## config.mk

```make
export PLATFORM = sky130hd
export DESIGN_NAME = coinc_gate_counter
export DESIGN_NICKNAME = d
export VERILOG_FILES = /design/src/rtl/coinc_gate_counter.sv
export SDC_FILE = /design/constraint.sdc
export NUM_CORES = 1
export LEC_CHECK = 0
export ABC_CLOCK_PERIOD_IN_PS = 3200
export BUFFER_PORTS_ARGS = -buffer_cell sky130_fd_sc_hd__clkbuf_2
export CELL_PAD_IN_SITES_DETAIL_PLACEMENT = 2
export CELL_PAD_IN_SITES_GLOBAL_PLACEMENT = 2
export CORE_MARGIN = 3
export CORE_UTILIZATION = 33
export CTS_CLUSTER_DIAMETER = 80
export DETAILED_ROUTE_END_ITERATION = 8
export PLACE_DENSITY_LB_ADDON = 0.12
export SLEW_MARGIN = 20
export SYNTH_ARGS = -nofsm -noshare
export SYNTH_HDL_FRONTEND = slang
export SYNTH_SLANG_ARGS = --single-unit
export TNS_END_PERCENT = 10
```

## constraint.sdc

```tcl
create_clock -name clk -period 3.2 [get_ports clk]
set_clock_uncertainty 0.1 [all_clocks]
set_input_delay 0.48 -clock clk [delete_from_list [all_inputs] [get_ports clk]]
set_output_delay 0.48 -clock clk [all_outputs]
set_load 0.05 [all_outputs]
```

## src/rtl/coinc_gate_counter.sv

```systemverilog
// Gated two-channel coincidence counter: counts x2 singles (A), x1 singles (B) and x1/x2 coincidences (C)
// over a gate of GATE enabled cycles. Define SATURATE_EN to make the counters stick at all-ones instead of wrapping.
module coinc_gate_counter #(
  parameter int CW   = 16,
  parameter int WIN  = 4,
  parameter int GATE = 1000
) (
  input  logic          clk,
  input  logic          reset,
  input  logic          enable,
  input  logic          start,
  input  logic          ack,
  input  logic          x1,
  input  logic          x2,
  output logic          busy,
  output logic          valid,
  output logic [CW-1:0] a_cnt,
  output logic [CW-1:0] b_cnt,
  output logic [CW-1:0] c_cnt
);

  localparam int GW = $clog2(GATE + 1);
  localparam int WW = $clog2(WIN + 1);
  localparam logic [GW-1:0] GATE_LAST = GW'(GATE - 1);
  localparam logic [WW-1:0] WIN_LOAD  = WW'(WIN);

  typedef enum logic [1:0] {IDLE, RUN, DONE} state_t;

  state_t        state, state_nxt;
  logic [GW-1:0] gate, gate_nxt;
  logic [WW-1:0] w1, w1_nxt, w2, w2_nxt;
  logic [CW-1:0] cnt_a, cnt_a_nxt, cnt_b, cnt_b_nxt, cnt_c, cnt_c_nxt;
  logic          load_out;
  logic          coinc;
  logic          w1_open, w2_open;

  // [0],[1] synchroniser, [2] delay flop for rising-edge detection
  logic [2:0] sync1, sync2;
  logic       e1, e2;

  always_ff @(posedge clk) begin
    // NOTE: every flop is assigned with <= so all registers update from the same pre-edge values.
    if (reset) begin
      sync1 <= '0;
      sync2 <= '0;
    end else begin
      sync1 <= {sync1[1:0], x1};
      sync2 <= {sync2[1:0], x2};
    end
  end

  assign e1 = sync1[1] & ~sync1[2];
  assign e2 = sync2[1] & ~sync2[2];

  assign w1_open = (w1 != '0);
  assign w2_open = (w2 != '0);

  function automatic logic [CW-1:0] bump(input logic [CW-1:0] v, input logic inc);
`ifdef SATURATE_EN
    return (inc && (v != {CW{1'b1}})) ? v + CW'(1) : v;
`else
    return v + CW'(inc);
`endif
  endfunction

  always_comb begin
    // NOTE: every output of this block gets a default first, so no path can infer a latch.
    state_nxt = state;
    gate_nxt  = gate;
    w1_nxt    = w1;
    w2_nxt    = w2;
    cnt_a_nxt = cnt_a;
    cnt_b_nxt = cnt_b;
    cnt_c_nxt = cnt_c;
    load_out  = 1'b0;
    coinc     = 1'b0;

    case (state)
      IDLE: begin
        if (start) begin
          state_nxt = RUN;
          gate_nxt  = GATE_LAST;
          w1_nxt    = '0;
          w2_nxt    = '0;
          cnt_a_nxt = '0;
          cnt_b_nxt = '0;
          cnt_c_nxt = '0;
        end
      end
      RUN: begin
        if (enable) begin
          coinc     = (e1 & e2) | (e2 & w1_open) | (e1 & w2_open);
          cnt_a_nxt = bump(cnt_a, e2);
          cnt_b_nxt = bump(cnt_b, e1);
          cnt_c_nxt = bump(cnt_c, coinc);
          // A counted coincidence consumes both opening events
          if (coinc) begin
            w1_nxt = '0;
            w2_nxt = '0;
          end else begin
            w1_nxt = e1 ? WIN_LOAD : (w1_open ? w1 - WW'(1) : w1);
            w2_nxt = e2 ? WIN_LOAD : (w2_open ? w2 - WW'(1) : w2);
          end
          if (gate == '0) begin
            state_nxt = DONE;
            load_out  = 1'b1;
          end else begin
            gate_nxt = gate - GW'(1);
          end
        end
      end
      DONE: begin
        if (ack) state_nxt = IDLE;
      end
      default: state_nxt = IDLE;
    endcase
  end

  always_ff @(posedge clk) begin
    if (reset) begin
      state <= IDLE;
      gate  <= '0;
      w1    <= '0;
      w2    <= '0;
      cnt_a <= '0;
      cnt_b <= '0;
      cnt_c <= '0;
    end else begin
      state <= state_nxt;
      gate  <= gate_nxt;
      w1    <= w1_nxt;
      w2    <= w2_nxt;
      cnt_a <= cnt_a_nxt;
      cnt_b <= cnt_b_nxt;
      cnt_c <= cnt_c_nxt;
    end
  end

  // Results latch the next-state counts so the final gate cycle's events are included
  always_ff @(posedge clk) begin
    if (reset) begin
      a_cnt <= '0;
      b_cnt <= '0;
      c_cnt <= '0;
    end else if (load_out) begin
      a_cnt <= cnt_a_nxt;
      b_cnt <= cnt_b_nxt;
      c_cnt <= cnt_c_nxt;
    end
  end

  assign busy  = (state == RUN);
  assign valid = (state == DONE);

endmodule
```

* Word-level counts from Yosys, hierarchy flattened
Cells that the tools add are included.
Operators by class: reduce and logical (&&, ||, !) cells 9, mux-type cells 32, bitwise logic cells 9, eq/ne operators 9, add/subtract/negate cells 6
Operator list (number):
- 2-to-1 mux 16 bit | 6
- one-hot mux 16 bit (2 select lines) | 3
- adder 16 x 1 -> 16 bit | 3
- 2-to-1 mux 10 bit | 3
- 2-to-1 mux 3 bit | 9
- one-hot mux 10 bit (2 select lines) | 1
- AND reduction 4 bit | 4
- one-hot mux 3 bit (2 select lines) | 2
- logical NOT 10 bit | 1
- subtractor 10 x 1 -> 10 bit (second input constant) | 1
- 2-to-1 mux 2 bit | 4
- != test 2 bit (second input constant) | 4
- != test 4 x 1 -> 1 bit (second input constant) | 2
- one-hot mux 2 bit (3 select lines) | 1
- nonzero test 3 bit | 2
- subtractor 3 x 1 -> 3 bit (second input constant) | 2
- bitwise AND 1 bit | 5
- 2-to-1 mux 1 bit | 3
- == test 2 x 1 -> 1 bit (second input constant) | 1
- == test 2 bit (second input constant) | 1
- logical NOT 2 bit | 1
- != test 2 x 1 -> 1 bit (second input constant) | 1
- NOT 1 bit | 2
- OR 1 bit | 2
- nonzero test 2 bit | 1
Storage, ports and cells: word-level logic and storage cells 77, output and inout bits 50, bits of input ports 7, flip-flop bits (word level) 120

* Logic depth before layout (Yosys ltp)
depth in word-level cells 8, gate-level depth with buffers 12, mapped depth without buffers 11

* Worst setup path before layout
OpenSTA, ideal clock, no wires.
path kind flip-flop to flip-flop, start point reg w2[0], end point reg c_cnt[11], clock period less this slack 2.437 ns, cell stages (with the launch flop) 12, arrival 2.252 ns, setup time 0.086 ns, data required time 3.014 ns, slack 0.763 ns, path buffers 1, cells stage by stage dfxtp_1 inv_1 ha_1 nor2b_1 o21ai_0 and2_1 ha_1 and3_1 clkbuf_1 nand4_1 mux2_2 a211oi_1
On the way: longest elaborated chain between the ends 6
RTL lines:
- start, declared | line 31 | logic [WW-1:0] w1, w1_nxt, w2, w2_nxt;
- start signal, assigned | line 132 | w2 <= w2_nxt;
- nonzero test 3 bit | line 56 | assign w2_open = (w2 != '0);
- bitwise AND 1 bit | line 92 | coinc = (e1 & e2) | (e2 & w1_open) | (e1 & w2_open);
- OR 1 bit | line 92
- adder 16 x 1 -> 16 bit | line 62 | return v + CW'(inc);
- 2-to-1 mux 16 bit | line 91 | if (enable) begin
- one-hot mux 16 bit (2 select lines) | line 78 | case (state)
- end signal, assigned | line 148 | c_cnt <= cnt_c_nxt;
- end, declared | line 19 | output logic [CW-1:0] c_cnt
No other way between the ends. A chain may end at the register's enable or synchronous reset.

* Final worst setup path
start point reg w2[0], end point reg c_cnt[15]
The elaborated chain is that of the path after synthesis.

==> metrics.txt <==
worst slew margin relative to its limit=50.6%; flops & latches, synth=120; Port-buffer cells=56; starting density of the core=33.8%; detail-routed via count per cell=5.45; type of element capturing the critical path=flip-flop; Resize count post-CTS=0; Cell Rows=46; Hold-fix buffers, CTS=0; Synth warnings=0; Tot Pwr=3.82 mW; prevailing post-synth register cell=sky130_fd_sc_hd__dfxtp_1; logic gate share of total power=10.2%; setup repair after global routing missed its margin=no; Synth top area share=44.4%; maximum fanout count along the critical path=5; kind of start point of the critical path=flip-flop; Max-cap violations=0; type of the worst min-delay path=input port to flip-flop; part of the cycle the worst path needs=87.3%; post-synthesis average cell area=8.57 um^2; Congestion Overflow GR=0; Clk network pwr share=48.8%; nets@finish=697; Pleak=2.30 nW; synth-to-layout area growth=19.4%; antenna-violating nets left=0; final RePlAce weighted congestion=0.813; most frequent CP cell=sky130_fd_sc_hd__ha_1; Int Power=2.83 mW; worst r2r path cells=11; Setup Viol. Count Final=0; final period demand of the worst path=2790 ps; ranking of synthesized cells by area=sky130_fd_sc_hd__dfxtp_1, sky130_fd_sc_hd__nor2_1, sky130_fd_sc_hd__a211oi_1; number of instances in the synthesized netlist=632; CP top delay family=simple AND/OR/NAND/NOR gates; drt initial violations=239; Worst Max-Slew Pin Slew=723 ps; detailed-route DRC error count=0; beginning of the worst hold path=x1; post-route setup TNS=0 ps; total power per unit cell area=591 nW/um^2; Crit path arrival time=3030 ps; r2r endpoint=c_cnt[15]; worst hold slack after final layout=173 ps; share of cells above drive strength 1=16.8%; pin count of the biggest net entering global routing=47; fraction of the yosys area taken by sequential cells=44.4%; Crit Reg-Reg Startpoint=w2[0]; endpoint of the worst hold path=sync1[0]; minimum setup slack among reg-to-reg paths=410 ps; root buffer cell=sky130_fd_sc_hd__clkbuf_16; post-CTS clock slew at the launch and capture registers of the worst setup and hold paths=50 ps; wire length of the first global-routing pass=27,900 um; smallest setup slack after layout=407 ps; share of flip-flops with an asynchronous set or reset after synthesis=0%; Die Height=134 um; number of antenna violations at the first check in global routing=0; number of flops mapped to enable cells by yosys=0; number of failing hold endpoints at the final stage=0; fraction of power spent switching nets=26.0%; Initial DRT Pass Iterations=4; Total Die Area=18,000 um^2; clock tree from TritonCTS=done; TritonCTS Sinks=120; instance count along the most critical hold path=2; Ant. Diodes=0; worst setup path category=flip-flop to flip-flop; final-layout fill cell count=1,850; Net Sw Power=995 uW; x dimension of the die=134 um; number of buffer and inverter instances along the worst setup path=1; clock network latency to the later pin of the worst-skew pair=430 ps; Final Max Tran Viols=0; synthesized area=5420 um^2; total global-route track usage=19.3%; number of primary I/O pins=57; postcts setup bufs=0; routed wire length per instance=18.4 um; Worst path max stage delay=470 ps; highest-delay cell along the critical path=sky130_fd_sc_hd__nor4_2; cells along the critical path=inv_1 -> ha_1 -> nor2b_1 -> o21ai_0 -> and2_1 -> ha_1 -> nand3_1 -> nor4_2 -> and4b_1 -> a31oi_1 -> a211oi_1; distinct cell type count of the synthesized netlist=64; library cell with the largest summed area after synthesis=sky130_fd_sc_hd__dfxtp_1; CTS H-tree lvls=4; final wirelength=16,700 um; result of the run=completed; max frequency=0.358 GHz; vias in the first global route=5,401; clock buffers created by TritonCTS=17; HPWL after DPL=11,400 um; Max rail drop VDD=385 uV; Crit path required time=3430 ps; sequential group share of total power=41.0%; pre-CTS setup slack=422 ps; number of vias in the routed layout=4,950; buffers from clock root to sink, at most=2; syn_nets=649; core region area=16,000 um^2
cell type report:
class                      count  area, um^2  share of cell area (%)
sequential                   120        2400                    37.1
tap                          216         270                    4.18
timing repair buffer          71         408                    6.31
clock buffer                  23         468                    7.24
multi-input combinational    457        2770                    42.9
inverter                      13        48.8                   0.754
clock inverter                 8        97.6                    1.51
layer usage:
layer,vias up,track usage (%),wire length [um]
met5,-,0,0
met4,0,6.73,294
met3,22,3.53,427
met2,66,34.9,8540
met1,2483,23.0,7470
li1,2379,-,-
flip-flops by register name (all words and copies together), names as in the netlist:
name and count:
a_cnt 16, state 2, b_cnt 16, sync1 3, c_cnt 16, cnt_a 16
cnt_c 16, cnt_b 16, w2 3, w1 3, sync2 3, gate 10
worst max path at each step:
stage | from | endpoint | slack (ps) | cells after the start
after CTS | w2[0] | c_cnt[15] | 390 | 11
after global routing | w2[0] | c_cnt[15] | 100 | 11
after global placement | w2[0] | c_cnt[15] | 600 | 11
after floorplan | w2[0] | c_cnt[11] | 760 | 11
final | w2[0] | c_cnt[15] | 410 | 11
after detailed placement | w2[0] | c_cnt[15] | 420 | 11
cell usage after synthesis, types with 8 or more instances:
| library cell | number |
|---|---|
| sky130_fd_sc_hd__ha_1 | 10 |
| sky130_fd_sc_hd__a21oi_1 | 33 |
| sky130_fd_sc_hd__nor2_1 | 108 |
| sky130_fd_sc_hd__nand4_1 | 25 |
| sky130_fd_sc_hd__buf_2 | 15 |
| sky130_fd_sc_hd__nand2b_1 | 12 |
| sky130_fd_sc_hd__nand2_1 | 35 |
| sky130_fd_sc_hd__nor3_1 | 11 |
| sky130_fd_sc_hd__a211oi_1 | 42 |
| sky130_fd_sc_hd__xor2_1 | 10 |
| sky130_fd_sc_hd__inv_1 | 13 |
| sky130_fd_sc_hd__nand3_1 | 26 |
| sky130_fd_sc_hd__a31oi_1 | 9 |
| sky130_fd_sc_hd__o21ai_0 | 14 |
| sky130_fd_sc_hd__dfxtp_1 | 120 |
| sky130_fd_sc_hd__nor2b_1 | 10 |
| sky130_fd_sc_hd__and3_1 | 8 |
| sky130_fd_sc_hd__clkbuf_1 | 21 |
logic make-up (layout without fill, tap and decap cells):
family,after synthesis,after routing,share of synthesized area (%)
simple gates,274,274,25.6
compound gates,146,146,18.5
flops,120,120,44.4
buf+inv,55,115,4.46
xor+xnor,17,17,2.75
fa+ha+maj,10,10,2.31
mux,10,10,1.99
per-stage QoR:
step                      utilization (%)  cell area [um^2]  cells
final                                40.4              6470    908
after global routing                 40.4              6470    908
after CTS                            40.4              6470    908
after detailed placement             36.9              5900    877
after global placement               36.9              5900    877
after floorplan                         -              5420    632
power by group through the flow:
stage / Clock, mW / Combinational [mW] / Sequential [mW]
2_1_floorplan: 0 / 0.237 / 1.62
3_3_place_gp: 0 / 0.365 / 1.60
3_5_place_dp: 0 / 0.386 / 1.60
4_1_cts: 1.90 / 0.392 / 1.57
5_1_grt: 1.97 / 0.432 / 1.57
6_report: 1.87 / 0.388 / 1.57
cell usage in the layout (no fill, tap or decap), types with 3 or more instances in the layout:
master / count
sky130_fd_sc_hd__a22oi_1: 6
sky130_fd_sc_hd__nand2b_1: 12
sky130_fd_sc_hd__mux2i_1: 4
sky130_fd_sc_hd__a21oi_1: 33
sky130_fd_sc_hd__nor3_1: 11
sky130_fd_sc_hd__o211ai_1: 4
sky130_fd_sc_hd__clkbuf_1: 4
sky130_fd_sc_hd__xor2_1: 10
sky130_fd_sc_hd__nand2_1: 35
sky130_fd_sc_hd__xnor2_1: 7
sky130_fd_sc_hd__o21ai_0: 14
sky130_fd_sc_hd__nand4_1: 25
sky130_fd_sc_hd__o21a_1: 7
sky130_fd_sc_hd__a211oi_1: 42
sky130_fd_sc_hd__clkbuf_16: 17
sky130_fd_sc_hd__clkbuf_2: 55
sky130_fd_sc_hd__inv_1: 13
sky130_fd_sc_hd__nor2_1: 108
sky130_fd_sc_hd__o21bai_1: 4
sky130_fd_sc_hd__nor2b_1: 10
sky130_fd_sc_hd__buf_4: 15
sky130_fd_sc_hd__nand3b_1: 6
sky130_fd_sc_hd__a31oi_1: 9
sky130_fd_sc_hd__nor4_1: 7
sky130_fd_sc_hd__or3_1: 3
sky130_fd_sc_hd__mux2_2: 6
sky130_fd_sc_hd__clkinv_2: 3
sky130_fd_sc_hd__dfxtp_1: 120
sky130_fd_sc_hd__nand3_1: 26
sky130_fd_sc_hd__and3_1: 8
sky130_fd_sc_hd__ha_1: 10
sky130_fd_sc_hd__o31ai_1: 4
sky130_fd_sc_hd__or2_2: 3
sky130_fd_sc_hd__clkinvlp_4: 3
Power figures use the tool's default switching activity.
